### config.mk
export PLATFORM = sky130hd
export DESIGN_NAME = controle_entrada_saida
export DESIGN_NICKNAME = d
export VERILOG_FILES = /design/src/rtl/zeus_io_pkg.sv /design/src/rtl/debounce_botao.sv /design/src/rtl/controle_entrada_saida.sv
export SDC_FILE = /design/constraint.sdc
export NUM_CORES = 1
export LEC_CHECK = 0
export ABC_AREA = 1
export ABC_CLOCK_PERIOD_IN_PS = 1900
export CAP_MARGIN = 20
export CORE_ASPECT_RATIO = 0.8
export CORE_MARGIN = 10
export CORE_UTILIZATION = 45
export DETAILED_ROUTE_END_ITERATION = 8
export PLACE_DENSITY = 0.82
export SLEW_MARGIN = 20
export SYNTH_ARGS = -nofsm -noshare
export SYNTH_HDL_FRONTEND = slang
export SYNTH_SLANG_ARGS = --single-unit
### constraint.sdc
create_clock -name clock -period 1.9 [get_ports clock]
set_clock_uncertainty 0.05 [all_clocks]
set_input_delay 0.285 -clock clock [delete_from_list [all_inputs] [get_ports clock]]
set_output_delay 0.285 -clock clock [all_outputs]
set_load 0.02 [all_outputs]
### src/rtl/zeus_io_pkg.sv
// Shared definitions for the I/O responder: FSM state encoding, the INPUT
// opcode value on confirma_entrada and the default debounce length.
package zeus_io_pkg;

    typedef enum logic [1:0] {
        OCIOSO = 2'd0,
        ESPERA = 2'd1,
        LIBERA = 2'd2,
        PARADO = 2'd3
    } estado_t;

    localparam logic [1:0] CONF_ENTRADA_INPUT   = 2'd1;
    localparam int         DEBOUNCE_CICLOS_PADRAO = 250000;

endpackage

### src/rtl/debounce_botao.sv
// Confirm-button conditioning: 2-flop synchroniser, stability counter and a
// one-cycle pulse on each accepted 0->1 transition of the debounced level.
module debounce_botao
    import zeus_io_pkg::*;
#(
    parameter int DEBOUNCE_CICLOS = DEBOUNCE_CICLOS_PADRAO
) (
    input  logic clock,
    input  logic reset_n,
    input  logic botao,
    output logic pressao
);

    localparam int CW = (DEBOUNCE_CICLOS > 1) ? $clog2(DEBOUNCE_CICLOS) : 1;
    localparam logic [CW-1:0] CNT_MAX = CW'(DEBOUNCE_CICLOS - 1);

    logic          sinc_1;
    logic          sinc_2;
    logic          nivel;
    logic [CW-1:0] cont;

    always_ff @(posedge clock or negedge reset_n) begin
        if (!reset_n) begin
            sinc_1  <= 1'b0;
            sinc_2  <= 1'b0;
            nivel   <= 1'b0;
            cont    <= '0;
            pressao <= 1'b0;
        end else begin
            sinc_1  <= botao;
            sinc_2  <= sinc_1;
            pressao <= 1'b0;
            // Any cycle that agrees with the accepted level restarts the count.
            if (sinc_2 == nivel) begin
                cont <= '0;
            end else if (cont == CNT_MAX) begin
                nivel   <= sinc_2;
                cont    <= '0;
                pressao <= sinc_2;
            end else begin
                cont <= cont + CW'(1);
            end
        end
    end

endmodule

### src/rtl/controle_entrada_saida.sv
// I/O responder for the control unit: INPUT/delay requests stall until a
// debounced press, prints are latched for the display, HALT parks the core.
// Optional event counters are built when ZEUS_IO_CONTADORES_EN is defined.
module controle_entrada_saida
    import zeus_io_pkg::*;
#(
    parameter int DATA_WIDTH      = 32,
    parameter int SW_WIDTH        = 16,
    parameter int DEBOUNCE_CICLOS = DEBOUNCE_CICLOS_PADRAO
) (
    input  logic                  clock,
    input  logic                  reset_n,
    input  logic [1:0]            confirma_entrada,
    input  logic                  ler_da_entrada,
    input  logic                  print,
    input  logic                  halt,
    input  logic [DATA_WIDTH-1:0] dado_saida,
    input  logic [SW_WIDTH-1:0]   chaves,
    input  logic                  botao,
    output logic                  stall,
    output logic [DATA_WIDTH-1:0] dado_entrada,
    output logic [DATA_WIDTH-1:0] display_valor,
    output logic                  display_valido,
    output logic                  aguardando,
    output logic                  parado,
    output logic [1:0]            estado_dbg
`ifdef ZEUS_IO_CONTADORES_EN
    ,
    output logic [15:0]           cont_entradas,
    output logic [15:0]           cont_saidas
`endif
);

    estado_t estado;
    logic    pedido_entrada;
    logic    pressao;
    logic    req_in;
    logic    captura_print;

    debounce_botao #(
        .DEBOUNCE_CICLOS(DEBOUNCE_CICLOS)
    ) u_debounce (
        .clock   (clock),
        .reset_n (reset_n),
        .botao   (botao),
        .pressao (pressao)
    );

    assign req_in        = (confirma_entrada == CONF_ENTRADA_INPUT) | ler_da_entrada;
    assign captura_print = print & ~stall;
    assign estado_dbg    = estado;

    // Mealy in OCIOSO so the requesting instruction never advances the PC.
    always_comb begin
        stall = 1'b0;
        case (estado)
            OCIOSO:  stall = halt | req_in;
            ESPERA:  stall = 1'b1;
            LIBERA:  stall = 1'b0;
            PARADO:  stall = 1'b1;
            default: stall = 1'b0;
        endcase
        if (!reset_n) stall = 1'b0;
    end

    always_ff @(posedge clock or negedge reset_n) begin
        if (!reset_n) begin
            estado         <= OCIOSO;
            pedido_entrada <= 1'b0;
            dado_entrada   <= '0;
            display_valor  <= '0;
            display_valido <= 1'b0;
            aguardando     <= 1'b0;
            parado         <= 1'b0;
        end else begin
            case (estado)
                OCIOSO: begin
                    if (halt) begin
                        estado <= PARADO;
                        parado <= 1'b1;
                    end else if (req_in) begin
                        estado         <= ESPERA;
                        aguardando     <= 1'b1;
                        pedido_entrada <= (confirma_entrada == CONF_ENTRADA_INPUT);
                    end
                end
                ESPERA: begin
                    if (pressao) begin
                        if (pedido_entrada) dado_entrada <= DATA_WIDTH'(chaves);
                        estado     <= LIBERA;
                        aguardando <= 1'b0;
                    end
                end
                LIBERA:  estado <= OCIOSO;
                PARADO:  estado <= PARADO;
                default: estado <= OCIOSO;
            endcase
            if (captura_print) begin
                display_valor  <= dado_saida;
                display_valido <= 1'b1;
            end
        end
    end

`ifdef ZEUS_IO_CONTADORES_EN
    always_ff @(posedge clock or negedge reset_n) begin
        if (!reset_n) begin
            cont_entradas <= '0;
            cont_saidas   <= '0;
        end else begin
            if (estado == ESPERA && pressao) cont_entradas <= cont_entradas + 16'd1;
            if (captura_print)               cont_saidas   <= cont_saidas + 16'd1;
        end
    end
`endif

endmodule

# Yosys cells after proc, flatten, opt, wreduce, memory -nomap -nowiden
# Cells that the tools add are included.
# W data, S select, Z words.
# word_totals
ff_bits,76
mem_bits_ro,0
in_bits,56
mem_count,0
ramBits,0
latch_bits,0
output_inout_bits,70
wordCells,52
# op_classes
order_cmp,0
muxes,14
n_addsub,1
n_eq_ne,10
shifts,0
n_div,0
bitwise_logic,6
mul,0
n_reduce_logical,9
# ops
cell,n
$mux W18,2
$add A18 B1 Y18 const B,1
$eq A18 B18 Y1 const B,1
$pmux W2 S4,1
$mux W1,6
$mux W2,3
$reduce_and A2 Y1,3
$reduce_and A3 Y1,2
$eq A2 B1 Y1 const B,2
$eq A2 B2 Y1 const B,2
$ne A2 B2 Y1 const B,2
$reduce_and A4 Y1,1
$ne A3 B3 Y1 const B,1
$not A1 Y1,3
$pmux W1 S3,1
$logic_not A2 Y1,1
$ne A2 B1 Y1 const B,1
$or A1 B1 Y1,2
$pmux W1 S2,1
$reduce_bool A2 Y1,1
$reduce_or A2 Y1,1
$and A1 B1 Y1,1
$eq A1 B1 Y1,1

# Depth between registers and ports, before layout
# Gate-level depths: netlist of the first run.
# logic_depth
depth_word,7
ltp_mapped,9
ltp_nobuf,9

# Cells and area by module
# From an unflattened synthesis of the first run, not the netlist that was laid out.
# unflattened
cells_unflattened,372
area_unflattened_um2,3513.4
# by_module_without_submodules
mod,area_each_um2,cells_per_inst,seq_area_each_um2,n_inst
controle_entrada_saida,2381.0,234,1351.3,1
debounce_botao,1132.3,138,550.5,1

# Worst setup path after synthesis of the first run
# Ideal clock, no wire load.
# synth_path
path_kind,reg2out
start,register estado[1] (netlist: estado_dbg[1])
end,output stall
arrival_time_ns,1.402
path_buffers,1
required_time_ns,1.565
path_stages_with_launch,8
path_slack_ns,0.163
path_cell_list,dfrtp_1 inv_1 ha_1 inv_2 nand3b_1 nand3_2 buf_2 inv_1
# synth_between
elab_chain_cells,4
word_cells_on_any_way,7
classes_between,eq/ne: 3; mux: 2; reduce/logical: 2
# synth_rtl
element,line,source
"start, declared",controle_entrada_saida.sv:34,estado_t estado;
"start signal, assigned",controle_entrada_saida.sv:68,estado <= OCIOSO;
"start signal, assigned",controle_entrada_saida.sv:79,estado <= PARADO;
"start signal, assigned",controle_entrada_saida.sv:82,estado <= ESPERA;
$eq A2 B1 Y1 or $eq A2 B2 Y1 (tied branches),controle_entrada_saida.sv:56,case (estado)
$reduce_or A2 Y1 (no source line),n/a,
$pmux W1 S3 (*),controle_entrada_saida.sv:56,
$mux W1 (*),controle_entrada_saida.sv:63,if (!reset_n) stall = 1'b0;
"end, declared",controle_entrada_saida.sv:20,"output logic stall,"
# Mark *: on every way between the ends. The rest lies on a longest branch, timed or not.

# Worst setup path in the final report of the first run
# Same ends and word-level chain as after synthesis.

==> flow_metrics.env, run 1 <==
export IMPL_fillers=604
export IMPL_track_usage=0.151
export IMPL_combinationalPowerShare=0.379
export IMPL_arrival_ps=1480
export IMPL_power_density_nw_per_um2=1130
export IMPL_path_class="reg2out"
export IMPL_final_core_util=0.659
export IMPL_antenna_cells=0
export IMPL_critPathRequiredTime_ps=1560
export IMPL_power_switching_mw=1.97
export IMPL_wl_um=9080
export IMPL_swShare=0.350
export IMPL_core_area_um2=7530
export IMPL_yosys_top_cells_area="dfrtp_1 54%, nand2_1 11%, nand3_1 6.1%, mux2_4 4.2%, buf_4 3.6%"
export IMPL_worst_path_most_repeated_cell="inv_1"
export IMPL_yosysWarningCount=0
export IMPL_cts_buffers=9
export IMPL_ctsHoldBuffers=0
export IMPL_hp_class="in2async"
export IMPL_rsz0062_at_grt="yes"
export IMPL_grt_overflow_total=0
export IMPL_start_util=0.472
export IMPL_cts_buffer_depth=2
export IMPL_cts_sinks=76
export IMPL_status="finished, final reports clean"
export IMPL_layout_drive_gt1_share=0.135
export IMPL_start_kind="flop"
export IMPL_drt_initial_drc_count=168
export IMPL_dp_cells=591
export IMPL_area_growth_pct=39.8
export IMPL_max_slew_margin_rel=0.379
export IMPL_cts_htree_levels=3
export IMPL_p_int_mw=3.66
export IMPL_cts_root_buf="clkbuf_8"
export IMPL_yosysTopAreaCell="dfrtp_1"
export IMPL_critical_path_slowest_cell="dfrtp_1"
export IMPL_rows=28
export IMPL_final_hold_viol_count=0
export IMPL_grt_antenna_before_repair=0
export IMPL_io_buffer_count=109
export IMPL_drt_first_pass_iters=4
export IMPL_synth_async_reset_ratio=1.00
export IMPL_synthCells=378
export IMPL_grt_pass1_vias=2985
export IMPL_drv_cap=0
export IMPL_detailed_place_hpwl_um=6830
export IMPL_finalNonFillerCells=607
export IMPL_syn_area_per_cell_um2=9.40
export IMPL_synth_lib_cells_used_distinct=31
export IMPL_worst_path_buf_inv=4
export IMPL_synth_edff_count=0
export IMPL_fmaxAchievable_ghz=0.550
export IMPL_cpPeakStageDelay_ps=390
export IMPL_leakage_nw=2.35
export IMPL_wl_per_cell_um=15.0
export IMPL_clockPowerShare=0.242
export IMPL_die_x_um=119
export IMPL_synth_common_cells="102 x nand2_1, 76 x dfrtp_1, 43 x nand3_1, 34 x nor2_1, 25 x inv_1"
export IMPL_finalSetupViolCount=0
export IMPL_worst_pin_slew_ps=932
export IMPL_post_route_period_util=0.957
export IMPL_hold_slack_ps=168
export IMPL_ys_flop_type="dfrtp_1"
export IMPL_fin_crit_ps=1820
export IMPL_fp_dieH_um=99.5
export IMPL_seqPwrFrac=0.380
export IMPL_ant_nets=0
export IMPL_path_clk_slew_ps=80
export IMPL_cp_max_fo=3
export IMPL_insertion_delay_ps=340
export IMPL_crit_chain="inv_1, ha_1, inv_2, nand3b_1, nand3_2, inv_1, buf_6"
export IMPL_drc=0
export IMPL_final_nets=558
export IMPL_critPathTopFamily="flip-flops"
export IMPL_gp_congestion=0.918
export IMPL_yosysMostFrequentCell="nand2_1"
export IMPL_die_area_um2=11900
export IMPL_synth_top_area_share=0.535
export IMPL_drv_slew=0
export IMPL_ys_seq_area_frac=0.535
export IMPL_viasPerCell=4.70
export IMPL_cts_tree="yes"
export IMPL_vias=2851
export IMPL_grt_max_degree=77
export IMPL_grt_pass1_wl_um=14700
export IMPL_yosys_register_bits=76
export IMPL_syn_area_um2=3550
export IMPL_end_kind="output port"
export IMPL_io_pins=126
export IMPL_ir_worst_vdd_uv=902
==> area by class of cell <==
class                           instances  area (um^2)  area share
Inverter                               27          101      0.0204
Sequential cell                        76         1900       0.383
Tap cell                              105          131      0.0265
Timing Repair Buffer                  121         1200       0.241
Clock inverter                          7          100      0.0202
Multi-Input combinational cell        262         1410       0.284
Clock buffer                            9          124      0.0249
==> final timing paths <==
path / cells after the start / slack [ps] / start / to
worst max-delay path: 7 / 80 / estado_dbg[1] / stall
worst min-delay path: 2 / 170 / reset_n / display_valor[3]
worst max register to register: 10 / 110 / estado_dbg[1] / display_valor[6]
worst min register to register: 0 / 300 / u_debounce.sinc_1 / u_debounce.sinc_2
max in group asynchronous: 2 / 1050 / reset_n / dado_entrada[13]
min in group clock: 0 / 300 / u_debounce.sinc_1 / u_debounce.sinc_2
==> cell families (layout without fill, tap and decap cells) <==
group	Yosys count	after routing	synth area share
simple gates	204	204	0.259
flops	76	76	0.535
buf+inv	55	164	0.0856
mux	16	16	0.0613
compound gates	14	14	0.0208
xor+xnor	7	7	0.0194
fa+ha+maj	5	5	0.0176
other cells	1	16	0.00106
==> layer usage <==
layer	vias to the layer above	track usage	share of wire
met3	10	0.0621	0.086
li1	1404	-	-
met4	0	0.0620	0.016
met1	1332	0.170	0.42
met5	-	0	0
met2	105	0.250	0.48
==> cell usage in the layout (no fill, tap or decap), types with 2 or more instances in the layout <==
master,synthesis,final
nor2_4,4,4
nand3_1,43,43
buf_4,17,11
clkbuf_8,0,9
nand2_1,102,102
clkinvlp_4,0,3
ha_1,5,3
nor3_1,6,6
inv_1,25,23
o21ai_0,6,6
buf_6,4,2
a21oi_1,5,5
nand3_2,3,3
xnor2_1,2,2
inv_2,2,4
clkdlybuf4s50_1,0,106
conb_1,1,16
mux2_4,10,10
dfrtp_1,76,76
xor2_1,4,4
bufinv_16,0,2
o21ai_1,2,2
nor2_1,34,34
nand4_1,2,2
ha_2,0,2
nand2_2,4,4
nand3b_1,2,2
mux2_2,6,6
==> stage by stage <==
step,setup slack [ps],power (mW),area [um^2],setup TNS [ps]
final,82.1,5.63,4960,0
after global routing,-33.0,5.99,4960,-43.4
after CTS,7.50,5.70,4950,0
after detailed placement,-249,4.31,4730,-7130
after global placement,-218,4.26,4730,-5960
after floorplan,163,3.25,3610,0
==> state kept, by name, indices dropped and copies added, names as in the netlist <==
| name | cells |
|---|---|
| aguardando | 1 |
| dado_entrada | 16 |
| display_valido | 1 |
| display_valor | 32 |
| estado_dbg | 2 |
| parado | 1 |
| pedido_entrada | 1 |
| u_debounce.cont | 18 |
| u_debounce.nivel | 1 |
| u_debounce.pressao | 1 |
| u_debounce.sinc_1 | 1 |
| u_debounce.sinc_2 | 1 |
==> power by group through the flow <==
stage / combinational, mW / clock (mW) / sequential (mW)
2_1_floorplan: 0.690 / 0 / 2.56
3_3_place_gp: 2.10 / 0 / 2.15
3_5_place_dp: 2.14 / 0 / 2.17
4_1_cts: 2.15 / 1.41 / 2.14
5_1_grt: 2.33 / 1.47 / 2.19
6_report: 2.13 / 1.36 / 2.14
==> repair_timing <==
action	in CTS	in global routing
buffers inserted	0	0
endpoints found under the setup margin	4	31
pin swaps	0	2
endpoints found under the hold margin	0	0
gates resized for setup	5	7
Note: power is estimated with default switching activity, not from simulation.
==> run 2: changes to the inputs <==
--- a/config.mk
+++ b/config.mk
@@ -13,7 +13,9 @@
 export CORE_UTILIZATION = 45
 export DETAILED_ROUTE_END_ITERATION = 8
 export PLACE_DENSITY = 0.82
+export SETUP_SLACK_MARGIN = 0.3
 export SLEW_MARGIN = 20
 export SYNTH_ARGS = -nofsm -noshare
 export SYNTH_HDL_FRONTEND = slang
 export SYNTH_SLANG_ARGS = --single-unit
+export TNS_END_PERCENT = 20
==> flow_metrics.env, run 2 (synthesized netlist as in run 1, its figures left out) <==
export IMPL_cts_buffer_depth=2
export IMPL_cp_max_fo=3
export IMPL_finalSetupViolCount=0
export IMPL_grt_max_degree=77
export IMPL_ir_worst_vdd_uv=713
export IMPL_drv_cap=0
export IMPL_track_usage=0.160
export IMPL_largest_reg_flops=32
export IMPL_largest_register="display_valor"
export IMPL_final_common_cell="clkdlybuf4s50_1"
export IMPL_area_growth_pct=42.3
export IMPL_path_clk_slew_ps=80
export IMPL_max_slew_margin_rel=0.377
export IMPL_start_kind="flop"
export IMPL_drt_initial_drc_count=191
export IMPL_io_pins=126
export IMPL_final_hold_viol_count=0
export IMPL_grt_overflow_total=0
export IMPL_critPathTopFamily="flip-flops"
export IMPL_wl_per_cell_um=15.3
export IMPL_cts_buffers=9
export IMPL_grt_pass1_wl_um=15400
export IMPL_start_util=0.472
export IMPL_die_x_um=119
export IMPL_r2r_start="estado_dbg[1]"
export IMPL_drt_first_pass_iters=4
export IMPL_r2r_slack_ps=120
export IMPL_arrival_ps=1480
export IMPL_design_area_um2=5050
export IMPL_rr_worst_depth=10
export IMPL_cts_htree_levels=3
export IMPL_finalNonFillerCells=617
export IMPL_die_area_um2=11900
export IMPL_cts_sinks=76
export IMPL_fp_dieH_um=99.5
export IMPL_fin_crit_ps=1820
export IMPL_cpPeakStageDelay_ps=420
export IMPL_dp_cells=594
export IMPL_crit_chain="buf_6, ha_2, inv_2, nand3b_1, nand3_2, inv_2, buf_6"
export IMPL_insertion_delay_ps=350
export IMPL_grt_pass1_vias=3123
export IMPL_hp_class="in2async"
export IMPL_regToRegEndpoint="display_valor[27]"
export IMPL_layout_drive_gt1_share=0.156
export IMPL_cts_root_buf="clkbuf_8"
export IMPL_leakage_nw=2.39
export IMPL_status="finished, final reports clean"
export IMPL_core_area_um2=7530
export IMPL_cp_depth=7
export IMPL_wl_um=9410
export IMPL_final_core_util=0.671
export IMPL_power_density_nw_per_um2=1150
export IMPL_fmaxAchievable_ghz=0.550
export IMPL_mostFrequentLayoutCells="106 x clkdlybuf4s50_1, 102 x nand2_1, 74 x dfrtp_1"
export IMPL_path_class="reg2out"
export IMPL_setup_tns_ps=0
export IMPL_end_kind="output port"
export IMPL_critical_path_slowest_cell="dfrtp_2"
export IMPL_gp_congestion=0.899
export IMPL_vias=2937
export IMPL_critPathRequiredTime_ps=1560
export IMPL_antenna_cells=0
export IMPL_grt_antenna_before_repair=0
export IMPL_io_buffer_count=109
export IMPL_viasPerCell=4.76
export IMPL_final_nets=568
export IMPL_worst_path_buf_inv=4
export IMPL_rsz0062_at_grt="yes"
export IMPL_rows=28
export IMPL_drv_slew=0
export IMPL_reg_largest_list="display_valor x32, u_debounce.cont x18, dado_entrada x16"
export IMPL_cts_tree="yes"
export IMPL_drc=0
export IMPL_ctsHoldBuffers=0
export IMPL_worst_pin_slew_ps=934
export IMPL_postPlaceCellArea_um2=4770
export IMPL_ant_nets=0
export IMPL_detailed_place_hpwl_um=7170
export IMPL_post_route_period_util=0.957
## run 2: worst reg2reg max path, cell delays in order (launching register included)
cell and delay [ps]:
dfrtp_2 420, buf_6 120, ha_2 160, inv_2 60
nand3b_1 90, nand3_2 110, buf_4 210, nand2_2 90
buf_4 200, nand2_1 90, nand2_1 60
## run 2: per-layer routing
metal | vias up | routed length, um | global-route usage | share of wire
met5 | - | 0 | 0 | 0
li1 | 1425 | - | - | -
met3 | 10 | 823 | 0.0740 | 0.087
met2 | 103 | 4630 | 0.270 | 0.49
met1 | 1399 | 3840 | 0.178 | 0.41
met4 | 0 | 114 | 0.0472 | 0.012
## run 2: layout make-up
| class | count | area, um^2 |
|---|---|---|
| tap | 105 | 131 |
| inverter | 27 | 101 |
| clock inverter | 5 | 83.8 |
| clock buffer | 11 | 141 |
| multi-input combinational | 262 | 1420 |
| fill | 614 | 2480 |
| timing repair buffer | 131 | 1270 |
| sequential | 76 | 1900 |
## run 2: how the worst max path moves through the flow
| stage | startpoint | to | slack, ps |
|---|---|---|---|
| 2_1_floorplan | estado_dbg[1] | stall | 300 |
| 5_1_grt | estado_dbg[0] | stall | 7 |
| 6_report | estado_dbg[1] | stall | 80 |
| 3_3_place_gp | confirma_entrada[1] | stall | -200 |
| 4_1_cts | estado_dbg[0] | stall | 70 |
| 3_5_place_dp | confirma_entrada[1] | stall | -210 |
## run 2: stage by stage
stage | power, mW | setup slack [ps] | hold slack, ps
2_1_floorplan | 3.28 | 300 | -60.6
4_1_cts | 5.86 | 74.9 | 180
3_3_place_gp | 4.29 | -198 | 290
3_5_place_dp | 4.36 | -214 | 290
6_report | 5.83 | 82.2 | 113
5_1_grt | 6.17 | 6.90 | 242
## run 2: power breakdown
| group | internal [mW] | total, mW | switching (mW) |
|---|---|---|---|
| logic | 1.07 | 2.28 | 1.22 |
| registers | 1.95 | 2.16 | 0.208 |
| clock network | 0.780 | 1.38 | 0.602 |
| total | 3.80 | 5.83 | 2.03 |
## run 2: repair_timing
item                       in CTS  in global routing
cloned                          0                  0
pin swaps                       3                  1
setup endpoints to repair     101                105
gates resized for setup        11                  2
buffers inserted                6                  1
